$ cat config.mk
export PLATFORM = sky130hd
export DESIGN_NAME = keypad_scanner
export DESIGN_NICKNAME = d
export VERILOG_FILES = /design/src/rtl/keypad_pkg.sv /design/src/rtl/sync_2ff.sv /design/src/rtl/keypad_scanner.sv
export SDC_FILE = /design/constraint.sdc
export NUM_CORES = 1
export LEC_CHECK = 0
export CAP_MARGIN = 15
export CORE_MARGIN = 5
export CORE_UTILIZATION = 35
export CTS_CLUSTER_DIAMETER = 50
export DETAILED_ROUTE_END_ITERATION = 12
export PLACE_DENSITY_LB_ADDON = 0.15
export SYNTH_ARGS = -nofsm -noshare
export SYNTH_HDL_FRONTEND = slang
export SYNTH_SLANG_ARGS = --single-unit
$ cat constraint.sdc
create_clock -name clk -period 2.75 [get_ports clk]
set_clock_uncertainty 0.05 [all_clocks]
set_input_delay 0.55 -clock clk [delete_from_list [all_inputs] [get_ports clk]]
set_output_delay 0.55 -clock clk [all_outputs]
set_load 0.01 [all_outputs]
$ cat src/rtl/keypad_pkg.sv
// rtl/keypad_pkg.sv - keypad scanner state encoding and key-code table
package keypad_pkg;

    typedef enum logic [1:0] {
        ST_SCAN     = 2'd0,
        ST_DEBOUNCE = 2'd1,
        ST_EMIT     = 2'd2,
        ST_HOLD     = 2'd3
    } state_t;

    // Digits use their own value; letter keys collapse to KEY_NONE.
    localparam logic [3:0] KEY_STAR  = 4'hA;
    localparam logic [3:0] KEY_ENTER = 4'hB;
    localparam logic [3:0] KEY_NONE  = 4'hF;

    function automatic logic [3:0] key_code(input logic [1:0] row, input logic [1:0] col);
        logic [3:0] code;
        case ({row, col})
            4'h0: code = 4'd1;
            4'h1: code = 4'd2;
            4'h2: code = 4'd3;
            4'h4: code = 4'd4;
            4'h5: code = 4'd5;
            4'h6: code = 4'd6;
            4'h8: code = 4'd7;
            4'h9: code = 4'd8;
            4'hA: code = 4'd9;
            4'hC: code = KEY_STAR;
            4'hD: code = 4'd0;
            4'hE: code = KEY_ENTER;
            default: code = KEY_NONE;
        endcase
        return code;
    endfunction

    function automatic logic is_digit(input logic [3:0] code);
        return (code <= 4'd9);
    endfunction

endpackage

$ cat src/rtl/sync_2ff.sv
// rtl/sync_2ff.sv - two-flop synchroniser for asynchronous level inputs
module sync_2ff #(
    parameter int unsigned WIDTH = 4,
    parameter logic [WIDTH-1:0] RESET_VAL = '1
) (
    input  logic             clk,
    input  logic             reset,
    input  logic [WIDTH-1:0] d,
    output logic [WIDTH-1:0] q
);

    logic [WIDTH-1:0] meta;

    always_ff @(posedge clk) begin
        if (!reset) begin
            meta <= RESET_VAL;
            q    <= RESET_VAL;
        end else begin
            meta <= d;
            q    <= meta;
        end
    end

endmodule

$ cat src/rtl/keypad_scanner.sv
// rtl/keypad_scanner.sv - 4x4 keypad scan, debounce and event generation
// Optional '*' clear pulse output enabled by defining KEYPAD_CLEAR_EN.
module keypad_scanner
    import keypad_pkg::*;
#(
    parameter int unsigned SCAN_DIV       = 1000,
    parameter int unsigned DEBOUNCE_TICKS = 8
) (
    input  logic       clk,
    input  logic       reset,
    output logic [3:0] row_n,
    input  logic [3:0] col_n,
    output logic [3:0] key_in,
    output logic       key_valid,
`ifdef KEYPAD_CLEAR_EN
    output logic       clear,
`endif
    output logic       enter
);

    localparam int unsigned DIV_W = (SCAN_DIV > 1) ? $clog2(SCAN_DIV) : 1;
    localparam logic [DIV_W-1:0] DIV_LAST = DIV_W'(SCAN_DIV - 1);
    localparam logic [7:0] DB_TICKS = 8'(DEBOUNCE_TICKS);

    state_t           state_q, state_d;
    logic [DIV_W-1:0] tick_cnt;
    logic             tick;
    logic [1:0]       row_q;
    logic [1:0]       col_q;
    logic [7:0]       dcnt_q, dcnt_d;
    logic [7:0]       dcnt_inc;
    logic [3:0]       cols;
    logic             single_low;
    logic [1:0]       det_col;
    logic [3:0]       code_now;
    logic             row_adv;
    logic             latch_col;
    logic             emit_now;

    sync_2ff #(.WIDTH(4), .RESET_VAL(4'hF)) u_col_sync (
        .clk   (clk),
        .reset (reset),
        .d     (col_n),
        .q     (cols)
    );

    assign tick     = (tick_cnt == DIV_LAST);
    assign row_n    = ~(4'b0001 << row_q);
    assign dcnt_inc = dcnt_q + 8'd1;

    always_comb begin
        single_low = 1'b1;
        det_col    = 2'd0;
        case (cols)
            4'b1110: det_col = 2'd0;
            4'b1101: det_col = 2'd1;
            4'b1011: det_col = 2'd2;
            4'b0111: det_col = 2'd3;
            default: single_low = 1'b0;
        endcase
    end

    // Row is frozen outside SCAN, so row_q always names the detected key's row.
    assign code_now = key_code(row_q, det_col);

    always_comb begin
        state_d   = state_q;
        dcnt_d    = dcnt_q;
        row_adv   = 1'b0;
        latch_col = 1'b0;
        emit_now  = 1'b0;
        case (state_q)
            ST_SCAN: begin
                if (tick) begin
                    if (single_low) begin
                        latch_col = 1'b1;
                        if (DB_TICKS <= 8'd1) begin
                            state_d  = ST_EMIT;
                            emit_now = 1'b1;
                            dcnt_d   = 8'd0;
                        end else begin
                            state_d = ST_DEBOUNCE;
                            dcnt_d  = 8'd1;
                        end
                    end else begin
                        row_adv = 1'b1;
                    end
                end
            end
            ST_DEBOUNCE: begin
                if (tick) begin
                    if (single_low && (det_col == col_q)) begin
                        if (dcnt_inc >= DB_TICKS) begin
                            state_d  = ST_EMIT;
                            emit_now = 1'b1;
                            dcnt_d   = 8'd0;
                        end else begin
                            dcnt_d = dcnt_inc;
                        end
                    end else begin
                        state_d = ST_SCAN;
                        dcnt_d  = 8'd0;
                        row_adv = 1'b1;
                    end
                end
            end
            ST_EMIT: begin
                state_d = ST_HOLD;
                dcnt_d  = 8'd0;
            end
            ST_HOLD: begin
                if (tick) begin
                    if (cols == 4'b1111) begin
                        if (dcnt_inc >= DB_TICKS) begin
                            state_d = ST_SCAN;
                            dcnt_d  = 8'd0;
                        end else begin
                            dcnt_d = dcnt_inc;
                        end
                    end else begin
                        dcnt_d = 8'd0;
                    end
                end
            end
            default: begin
                state_d = ST_SCAN;
                dcnt_d  = 8'd0;
            end
        endcase
    end

    // Event outputs are registered on the accepting tick so they pulse during EMIT.
    always_ff @(posedge clk) begin
        if (!reset) begin
            state_q   <= ST_SCAN;
            tick_cnt  <= '0;
            row_q     <= 2'd0;
            col_q     <= 2'd0;
            dcnt_q    <= 8'd0;
            key_in    <= 4'd0;
            key_valid <= 1'b0;
            enter     <= 1'b0;
`ifdef KEYPAD_CLEAR_EN
            clear     <= 1'b0;
`endif
        end else begin
            tick_cnt  <= tick ? '0 : tick_cnt + 1'b1;
            state_q   <= state_d;
            dcnt_q    <= dcnt_d;
            if (row_adv)
                row_q <= row_q + 2'd1;
            if (latch_col)
                col_q <= det_col;
            key_valid <= emit_now && is_digit(code_now);
            enter     <= emit_now && (code_now == KEY_ENTER);
            if (emit_now && is_digit(code_now))
                key_in <= code_now;
`ifdef KEYPAD_CLEAR_EN
            clear     <= emit_now && (code_now == KEY_STAR);
`endif
        end
    end

endmodule

== Word level (Yosys, flattened, before mapping) ==
Memories as Yosys holds them, arrays and structs flattened.
Index checks and enable logic that the tools add are counted.

* Flip-flop bits (word level): 38
* Memories: 1
* Bits in read-only memories: 64

* Shift operators: 1
* $add $sub $neg: 3
* $lt $le $gt $ge: 2
* Equal/unequal tests: 18
* Bitwise logic cells: 2
* Mux-type cells: 31
* Reductions and logical operators: 8

{| class="wikitable"
|+ Memory list
! memory !! words !! bits a word !! read ports !! clocked after memory_dff !! write ports !! line !! source
|-
| (no name shown) || 16 || 4 || 1 || 0 || 0 || keypad_pkg.sv:18 || <nowiki>case ({row, col})</nowiki>
|}

{| class="wikitable"
|+ Operators with widths
! kind !! count
|-
| $mux W8 || 7
|-
| $pmux W8 S4 || 1
|-
| $eq A4 B4 Y1 const B || 5
|-
| $mux W2 || 8
|-
| $mux W1 || 12
|-
| $ne A2 B2 Y1 const B || 6
|-
| $add A10 B1 Y10 const B || 1
|-
| $eq A10 B10 Y1 const B || 1
|-
| $add A8 B1 Y8 const B || 1
|-
| $ge A8 B4 Y1 const B || 1
|-
| $pmux W2 S4 || 1
|-
| $reduce_and A7 Y1 || 1
|-
| $pmux W2 S3 || 1
|-
| $eq A2 B2 Y1 const B || 2
|-
| $eq A4 B3 Y1 const B || 1
|-
| $le A4 B4 Y1 const B || 1
|-
| $not A4 Y4 || 1
|-
| $reduce_and A4 Y1 || 1
|-
| $reduce_or A4 Y1 || 1
|-
| $shl A1 B2 Y4 const A || 1
|-
| $logic_and A1 B1 Y1 || 3
|-
| $ne A3 B3 Y1 const B || 1
|-
| $add A2 B1 Y2 const B || 1
|-
| $eq A2 B1 Y1 const B || 1
|-
| other kinds (5) || 5
|}

== Logic depth before layout (Yosys ltp) ==
Gate-level depths: netlist of the first run.

* Depth after elaboration: 8
* Gate-level depth with buffers: 11

== Hierarchy ==
Synthesis of the first run repeated with hierarchy kept, for this count alone.

* Cell total of the unflattened synthesis: 228
* Area total of the unflattened synthesis: 2132.0 um^2

{| class="wikitable"
|+ Modules (own cells, without submodules)
! module !! area an instance (um^2) !! cells each !! instances
|-
| keypad_scanner || 1921.8 || 212 || 1
|-
| sync_2ff || 210.2 || 16 || 1
|}

== Worst setup path after synthesis of the first run ==
OpenSTA, ideal clock, no wires.

* Path type: reg2reg
* From: reg u_col_sync.q[3]
* To: reg key_in[0]
* Slack: 0.594 ns
* Data arrival time: 2.035 ns
* Path buffers: 1
* Stages on the path, launching flop included: 11
* Required time: 2.628 ns
* Clock period less this slack: 2.156 ns
* Library setup time: 0.072 ns
* Path through: dfxtp_1 -> buf_2 -> xnor2_2 -> nor2_1 -> ha_1 -> nor2b_1 -> o21bai_1 -> o22ai_1 -> nand2_1 -> a21oi_1 -> mux2i_1

* Longest elaborated chain between the ends: 8

{| class="wikitable"
|+ RTL lines
! what !! line !! source
|-
| start, declared || sync_2ff.sv:9 || <nowiki>output logic [WIDTH-1:0] q</nowiki>
|-
| start signal, assigned || sync_2ff.sv:20 || <nowiki>q <= meta;</nowiki>
|-
| $eq A4 B3 Y1 / $eq A4 B4 Y1 (equally long branches) || keypad_scanner.sv:54 || <nowiki>case (cols)</nowiki>
|-
| $pmux W2 S3 (*) || keypad_scanner.sv:54 ||
|-
| net det_col[1] || keypad_scanner.sv:34 || <nowiki>logic [1:0] det_col;</nowiki>
|-
| parallel branches: the longest is 6 deep, another holds $mem_v2 Z16 W4 || n/a ||
|-
| end signal, assigned || keypad_scanner.sv:157 || <nowiki>key_in <= code_now;</nowiki>
|-
| end, declared || keypad_scanner.sv:13 || <nowiki>output logic [3:0] key_in,</nowiki>
|}

Mark *: on every way through the listed nets, which the timed path passes.
A chain may end at the register's enable or synchronous reset.

== Final worst setup path of the first run ==
* From: reg row_q[1]
* To: out row_n[0]

* Longest elaborated chain between the ends: 2

{| class="wikitable"
|+ RTL lines
! what !! line !! source
|-
| start, declared || keypad_scanner.sv:28 || <nowiki>logic [1:0] row_q;</nowiki>
|-
| start signal, assigned || keypad_scanner.sv:151 || <nowiki>row_q <= row_q + 2'd1;</nowiki>
|-
| $shl A1 B2 Y4 || keypad_scanner.sv:48 || <nowiki>assign row_n = ~(4'b0001 << row_q);</nowiki>
|-
| $not A4 Y4 || keypad_scanner.sv:48 ||
|-
| end, declared || keypad_scanner.sv:11 || <nowiki>output logic [3:0] row_n,</nowiki>
|}

No other way between the ends.

==> impl_results.md, run 1 <==
- Outcome: finished, final reports clean
- Count of cell types in the netlist: 51
- Vias per cell: 5.06
- FF/Latch Area: 761 um^2
- Max frequency: 0.409 GHz
- First-pass GRT wire length: 6980 um
- DRT Pass-1 Iters: 5
- Die ar.: 0.00743 mm^2
- Total track usage: 0.115
- H-tree Lvls: 2
- Drt drc: 0
- Die span in y: 86.2 um
- Antenna diodes: 0
- Area of the multi-input gates: 0.00119 mm^2
- Maxcap violations: 0
- HPWL after DPL: 2880 um
- Die X: 86.2 um
- Core Box Area: 0.00557 mm^2
- Max VDD drop: 0.248 mV
- Post-CTS Resized: 0
- Yosys reg bits: 38
- FILL cells: 547
- CP endpoint kind: output pin
- Number of flops mapped to enable cells by yosys: 0
- ANT nets after route: 0
- TritonCTS Buffers: 5
- Clock sink count: 38
- Post-place instance area: 0.00228 mm^2
- Register area share after synthesis: 0.374
- Mean post-synth cell area: 8.99 um^2
- HP Class: reg2reg
- Slew margin rel.: 0.707
- Routed Wire Length: 3910 um
- Starting Density: 0.365
- Clk Latency, worst-skew pair: 0.30 ns
- Slew @ Worst Pin: 0.438 ns
- Clock network power share: 0.422
- Pre-CTS WS: 0.385 ns
- Most common cell after layout, fill and taps aside: dfxtp_1
- Hold Fails Final Rpt: 0
- GPL Wtd Cong: 0.834
- CP max FO: 10
- Syn_nets: 243
- Via count of the first global-routing pass: 1,496
- Vias: 1,608
- Ys flop type: dfxtp_1
- I/O Buffers: 15
- Psw: 0.000261 W
- Internal: 0.000862 W
- Setup Buffers After CTS: 0
- Seq pwr share: 0.506
- Number of hold buffers added after CTS: 0
- Area grow syn2layout: 17.4%
- # nets final: 262
- Share of layout cells above drive strength 1: 0.0976
- DR WL/cell: 12.3 um
- Yosys warns: 0
- Async SR Flop Fraction: 0
- Req. time, crit path: 2.15 ns
- Design area: 0.00238 mm^2
- Overflow left after global routing: 0
- CTS Root Cell: clkbuf_8
- Total Neg Setup Slack: 0 ns
- I/O pins: 16
- WP data arrival: 1.84 ns
- Syn Inst Count: 226
- Rows: 27
- Initial antenna violation count: 0
- CTS tree: built
- Critical path class: reg2out
- Fin util: 0.428
- CP Launch Type: register
- Commonest non-fill, non-tap cells in the layout: dfxtp_1, nor2_1, clkdlybuf4s50_1
- Crit path time final: 2.44 ns
- Period utilisation layout: 0.888
- Largest net degree at the start of global routing: 15
- PnR worst setup slack: 0.307 ns
- RSZ-0062 raised after global routing: no
- Synthesized cell area: 0.00203 mm^2
- Sw frac: 0.232
- Final slew viol count: 0
- Setup-failing EPs final: 0
- Static leakage: 0.979 nW
- Clock Path Buffers: 2
- Clock Pin Slew Worst Setup and Hold Paths: 0.08 ns
- Comb pwr share: 0.073
- Power Dens Cells: 471 mW/mm^2
- Drt first-iter violations: 141
-- synthesized netlist by cell type (2+ instances only) --
cell type / instances / share of area
nand2b_1: 8 / 0.025
nand4b_1: 4 / 0.017
nor4bb_1: 2 / 0.0099
and3_1: 9 / 0.028
o21ai_0: 7 / 0.017
a211oi_1: 2 / 0.0074
nand3_1: 9 / 0.022
nor3b_1: 3 / 0.011
xnor2_1: 4 / 0.017
mux2i_1: 5 / 0.025
dfxtp_1: 38 / 0.37
nor4b_1: 2 / 0.0086
o21bai_1: 3 / 0.011
a21oi_1: 11 / 0.027
nor2b_1: 2 / 0.0062
o2111ai_1: 2 / 0.0086
inv_1: 13 / 0.024
and2_1: 4 / 0.012
nand2_1: 13 / 0.024
nor2_1: 25 / 0.046
buf_2: 2 / 0.0049
ha_1: 11 / 0.068
nand4_1: 5 / 0.015
xor2_1: 5 / 0.022
clkbuf_1: 5 / 0.0092
or3_1: 4 / 0.012
o22ai_1: 2 / 0.0062
nor3_1: 3 / 0.0074
-- per-stage QoR --
| step | total power [W] | hold slack [ns] | cells |
|---|---|---|---|
| 3_3_place_gp | 0.000663 | 0.343 | 310 |
| 4_1_cts | 0.00114 | 0.361 | 318 |
| 6_report | 0.00112 | 0.358 | 318 |
| 3_5_place_dp | 0.000662 | 0.342 | 310 |
| 5_1_grt | 0.00117 | 0.373 | 318 |
| 2_1_floorplan | 0.000639 | 0.336 | 226 |
-- power groups by stage --
stage | sequential, W | combinational [W] | clock [W]
6_report | 0.000568 | 0.0000814 | 0.000473
5_1_grt | 0.000570 | 0.0000929 | 0.000511
4_1_cts | 0.000568 | 0.0000822 | 0.000492
3_5_place_dp | 0.000581 | 0.0000818 | 0
3_3_place_gp | 0.000580 | 0.0000828 | 0
2_1_floorplan | 0.000577 | 0.0000617 | 0
-- routing by layer --
layer | routed length (um) | track usage | vias to the layer above
li1 | - | - | 844
met1 | 1990 | 0.159 | 728
met2 | 1680 | 0.177 | 33
met3 | 195 | 0.0314 | 3
met4 | 38 | 0.0297 | 0
met5 | 0 | 0 | -
-- area by class of cell --
class	instances	area share
inverter	13	0.0205
clock inverter	3	0.0168
multi-input combinational	167	0.498
sequential	38	0.319
timing repair buffer	20	0.0787
tap	72	0.0378
clock buffer	5	0.0289
-- worst max-delay path: stages (launching register included) --
cell and delay [ns]:
dfxtp_1 0.55, inv_1 0.20, ha_1 0.22, inv_1 0.05, clkdlybuf4s50_1 0.52
-- flip-flops by register name, indices dropped and copies added, names as in the netlist, named ones only --
| name | count |
|---|---|
| enter | 1 |
| key_valid | 1 |
| key_in | 4 |
| tick_cnt | 10 |
| state_q | 1 |
| dcnt_q | 8 |
| col_q | 2 |
| row_q | 2 |
| u_col_sync.q | 4 |
| u_col_sync.meta | 4 |
-- logic make-up after synthesis --
kind of cell | Yosys count | synth area share
AO/OA/AOI/OAI | 40 | 0.142
XOR/XNOR | 10 | 0.0468
adder cells (fa/ha/maj) | 11 | 0.0677
buffers and inverters | 21 | 0.0406
flip-flops | 38 | 0.374
multiplexers | 5 | 0.0246
AND/OR/NAND/NOR | 101 | 0.304
-- final timing paths --
check	from	endpoint	slack, ns	cells past startpoint
worst max-delay path	row_q[1]	row_n[0]	0.31	4
worst min-delay path	u_col_sync.meta[1]	u_col_sync.q[1]	0.36	1
worst max register to register	u_col_sync.q[3]	key_in[0]	0.37	9
worst min register to register	u_col_sync.meta[1]	u_col_sync.q[1]	0.36	1
No activity file was read; power rests on OpenSTA's default activity.
==> inputs of run 2 (changes only) <==
--- a/config.mk
+++ b/config.mk
@@ -10,6 +10,7 @@
 export CORE_UTILIZATION = 35
 export CTS_CLUSTER_DIAMETER = 50
 export DETAILED_ROUTE_END_ITERATION = 12
+export GPL_ROUTABILITY_DRIVEN = 0
 export PLACE_DENSITY_LB_ADDON = 0.15
 export SYNTH_ARGS = -nofsm -noshare
 export SYNTH_HDL_FRONTEND = slang
==> constraint.sdc (replaced) <==
create_clock -name clk -period 2.2 [get_ports clk]
set_clock_uncertainty 0.05 [all_clocks]
set_input_delay 0.44 -clock clk [delete_from_list [all_inputs] [get_ports clk]]
set_output_delay 0.44 -clock clk [all_outputs]
set_load 0.01 [all_outputs]
==> impl_results.md, run 2 (synthesized netlist as in run 1, its figures left out) <==
- CP max FO: 4
- Antenna diodes: 0
- Crit path time final: 2.03 ns
- Req. time, crit path: 2.34 ns
- Via count of the first global-routing pass: 1,559
- Setup Buffers After CTS: 0
- TritonCTS Buffers: 5
- # nets final: 271
- Worst r2r src: u_col_sync.q[3]
- Period utilisation layout: 0.924
- Initial antenna violation count: 0
- Rows: 27
- Largest net degree at the start of global routing: 16
- Outcome: finished, final reports clean
- I/O pins: 16
- Commonest non-fill, non-tap cells in the layout: dfxtp_1, nor2_1, clkdlybuf4s50_1
- Slew margin rel.: 0.732
- Total Neg Setup Slack: 0 ns
- HP Class: reg2reg
- Core Box Area: 0.00557 mm^2
- Hold_sp: u_col_sync.meta[0]
- Max frequency: 0.492 GHz
- Starting Density: 0.365
- Share of layout cells above drive strength 1: 0.162
- Fin util: 0.441
- Max VDD drop: 0.290 mV
- CTS tree: built
- Die X: 86.2 um
- Die ar.: 0.00743 mm^2
- CP endpoint kind: register
- Total track usage: 0.119
- DR WL/cell: 12.5 um
- CTS Root Cell: clkbuf_8
- Largest Register: tick_cnt
- H-tree Lvls: 2
- Max reg flops: 10
- CP Launch Type: register
- Drt drc: 0
- Clock Path Buffers: 2
- Routed Wire Length: 4070 um
- First-pass GRT wire length: 7170 um
- Vias per cell: 5.04
- Power Dens Cells: 527 mW/mm^2
- Clock Pin Slew Worst Setup and Hold Paths: 0.07 ns
- Critical path class: reg2reg
- WP data arrival: 2.18 ns
- Largest registers: tick_cnt (10), dcnt_q (8)
- RSZ-0062 raised after global routing: no
- Maxcap violations: 0
- Die span in y: 86.2 um
- Hold Fails Final Rpt: 0
- Final slew viol count: 0
- Clock sink count: 38
- Clk Latency, worst-skew pair: 0.28 ns
- Drt first-iter violations: 102
- HPWL after DPL: 3050 um
- DRT Pass-1 Iters: 4
- Setup-failing EPs final: 0
- Setup crit start: u_col_sync.q[3]
- I/O Buffers: 15
- Most common cell after layout, fill and taps aside: dfxtp_1
- Overflow left after global routing: 0
- Static leakage: 1.01 nW
- Slew @ Worst Pin: 0.397 ns
- Area grow syn2layout: 20.9%
- Vias: 1,638
- ANT nets after route: 0
[run 2: final cells by class]
class	instances	area, um^2
clock buffer	6	82.6
sequential	38	762
multi-input combinational	167	1220
tap	72	90.1
inverter	13	48.8
timing repair buffer	29	255
fill	572	3120
[run 2: per-stage QoR]
step,hold slack [ns],setup slack (ns),cell area (um^2),total power [W],std cells
floorplan,0.336,0.0436,2030,0.000798,226
global placement,0.338,0.115,2340,0.000838,319
detailed placement,0.347,0.0455,2340,0.000840,319
CTS,0.362,0.0427,2430,0.00132,325
global route,0.368,0.000954,2460,0.00136,325
finish,0.358,0.168,2460,0.00129,325
[run 2: what timing repair did]
| action | 4_1_cts | 5_1_grt |
|---|---|---|
| setup endpoints to repair | 0 | 7 |
| gates resized for setup | 0 | 10 |
| hold buffers | 0 | 0 |
[run 2: worst paths after layout]
path                            cells past startpoint              end  slack (ns)
worst min-delay path                                1  u_col_sync.q[0]        0.36
worst max-delay path                                8            enter        0.17
worst max register to register                      8            enter        0.17
worst min register to register                      1  u_col_sync.q[0]        0.36
[run 2: critical path: stages, from the launching register on]
cell and delay (ns):
dfxtp_1 0.41, xor2_1 0.21, nand3_2 0.15, ha_1 0.34, mux2i_1 0.14, o22ai_1 0.10
buf_4 0.16, nor2_1 0.10, nor4bb_2 0.28
[run 2: routing by layer]
| metal | vias up | GRT usage | share of wire |
|---|---|---|---|
| met5 | - | 0 | 0 |
| li1 | 855 | - | - |
| met2 | 29 | 0.180 | 0.44 |
| met1 | 752 | 0.164 | 0.51 |
| met4 | 0 | 0.0397 | 0.0049 |
| met3 | 2 | 0.0295 | 0.048 |
[run 2: report_power, final]
part           internal, W  switching, W
combinational    0.0000538     0.0000635
sequential        0.000699    0.00000934
clock             0.000242      0.000226
total             0.000995      0.000299
==> inputs of run 3 (changes only) <==
--- a/config.mk
+++ b/config.mk
@@ -8,6 +8,7 @@
 export CAP_MARGIN = 15
 export CORE_MARGIN = 5
 export CORE_UTILIZATION = 35
+export CTS_BUF_LIST = sky130_fd_sc_hd__clkbuf_16
 export CTS_CLUSTER_DIAMETER = 50
 export DETAILED_ROUTE_END_ITERATION = 12
 export GPL_ROUTABILITY_DRIVEN = 0
==> impl_results.md, run 3 (synthesized netlist as in run 1, its figures left out) <==
- Max frequency: 0.489 GHz
- TritonCTS Buffers: 5
- Critical Path Max Stage Delay: 0.41 ns
- Share of layout cells above drive strength 1: 0.158
- WP data arrival: 2.19 ns
- Starting Density: 0.365
- Setup Buffers After CTS: 0
- Routed Wire Length: 4050 um
- Commonest non-fill, non-tap cells in the layout: dfxtp_1, nor2_1, clkdlybuf4s50_1
- Power Dens Cells: 590 mW/mm^2
- R2R Setup Slk: 0.16 ns
- Antenna diodes: 0
- Vias: 1,639
- Most common cell after layout, fill and taps aside: dfxtp_1
- Die span in y: 86.2 um
- Period utilisation layout: 0.929
- Layout Cells excl Fill: 325
- H-tree Lvls: 2
- First-pass GRT wire length: 7130 um
- I/O pins: 16
- Worst path cell trace: xor2_1 -> nand3_2 -> inv_2 -> ha_1 -> nor2b_2 -> o21bai_1 -> o22ai_1 -> nand2_1 -> a21oi_2 -> mux2i_1
- Slew margin rel.: 0.721
- Max reg flops: 10
- Critical path class: reg2reg
- Area grow syn2layout: 23.2%
- Worst flop-to-flop path endpoint: key_in[0]
- Maxcap violations: 0
- Clock sink count: 38
- Die X: 86.2 um
- Hold_sp: u_col_sync.meta[0]
- Vias per cell: 5.04
- Outcome: finished, final reports clean
- Max VDD drop: 0.408 mV
- Largest registers: tick_cnt (10), dcnt_q (8)
- Largest net degree at the start of global routing: 16
- Clk Latency, worst-skew pair: 0.27 ns
- Worst hold path cell count: 1
- R2R depth: 10
- Static leakage: 1.03 nW
- Hold Fails Final Rpt: 0
- # nets final: 271
- Final hold slack: 0.355 ns
- HP Class: reg2reg
- Largest Register: tick_cnt
- Die ar.: 0.00743 mm^2
- Crit path max-delay cell type: dfxtp_1
- Crit path buf inv count: 1
- Drt first-iter violations: 90
- CTS tree: built
- CP max FO: 4
- Overflow left after global routing: 0
- Slew @ Worst Pin: 0.414 ns
- Worst r2r src: u_col_sync.q[3]
- ANT nets after route: 0
- Initial antenna violation count: 0
- Final slew viol count: 0
- Core Box Area: 0.00557 mm^2
- Clock Path Buffers: 2
- Crit path time final: 2.04 ns
- Setup-failing EPs final: 0
- CTS Root Cell: clkbuf_16
- DRT Pass-1 Iters: 5
- DR WL/cell: 12.5 um
- Hold EP: u_col_sync.q[0]
- RSZ-0062 raised after global routing: no
- Drt drc: 0
- Via count of the first global-routing pass: 1,559
- I/O Buffers: 15
- CP endpoint kind: register
- CP Launch Type: register
- Clock Pin Slew Worst Setup and Hold Paths: 0.05 ns
- Total track usage: 0.117
- HPWL after DPL: 3050 um
- Top delay family on crit path: compound AO/OA/AOI/OAI gates
- Total Neg Setup Slack: 0 ns
- Rows: 27
- Req. time, crit path: 2.35 ns
- Inst Count DP: 319
-- run 3: cell types whose count changed in the layout (fill, tap and decap cells not counted), sizes merged --
| cell | delta |
|---|---|
| clkinv | +1 |
| clkbuf | -1 |
-- run 3: power by group --
group,total (W),switching [W],internal (W)
clock network,0.000651,0.000248,0.000402
logic,0.000117,0.0000634,0.0000538
registers,0.000710,0.00000935,0.000701
total,0.00148,0.000321,0.00116
-- run 3: worst max-delay path by stage --
stage,startpoint,end,cells past startpoint
floorplan,u_col_sync.q[3],key_in[0],10
global placement,u_col_sync.q[3],key_in[0],10
detailed placement,u_col_sync.q[3],key_in[0],10
CTS,u_col_sync.q[3],key_in[0],10
global route,u_col_sync.q[3],key_in[1],11
finish,u_col_sync.q[3],key_in[0],10
-- run 3: through the flow --
step           power (W)  setup WS (ns)  utilization  cell area, um^2
4_1_cts          0.00150         0.0357        0.444             2470
5_1_grt          0.00154       0.000727        0.449             2500
3_3_place_gp    0.000838          0.115        0.420             2340
6_report         0.00148          0.157        0.449             2500
2_1_floorplan   0.000798         0.0436            -             2030
3_5_place_dp    0.000840         0.0455        0.420             2340
-- run 3: repair_timing --
item                       in CTS  in global routing
setup endpoints to repair       0                  7
hold buffers                    0                  0
gates resized for setup         0                 10
-- run 3: layout make-up --
type | instances | area [um^2]
repair buffers | 29 | 255
clock buffers | 5 | 125
multi-input cells | 167 | 1220
inverters | 13 | 48.8
flip-flops and latches | 38 | 762
fillers | 565 | 3070
clock inverters | 1 | 3.75
well taps | 72 | 90.1
-- run 3: routing by layer --
metal / vias to the layer above / share of wire / track usage / wire length (um)
met5: - / 0 / 0 / 0
met4: 0 / 0.0099 / 0.0382 / 40
met3: 4 / 0.040 / 0.0181 / 163
met2: 30 / 0.45 / 0.183 / 1810
met1: 749 / 0.50 / 0.163 / 2040
li1: 856 / - / - / -
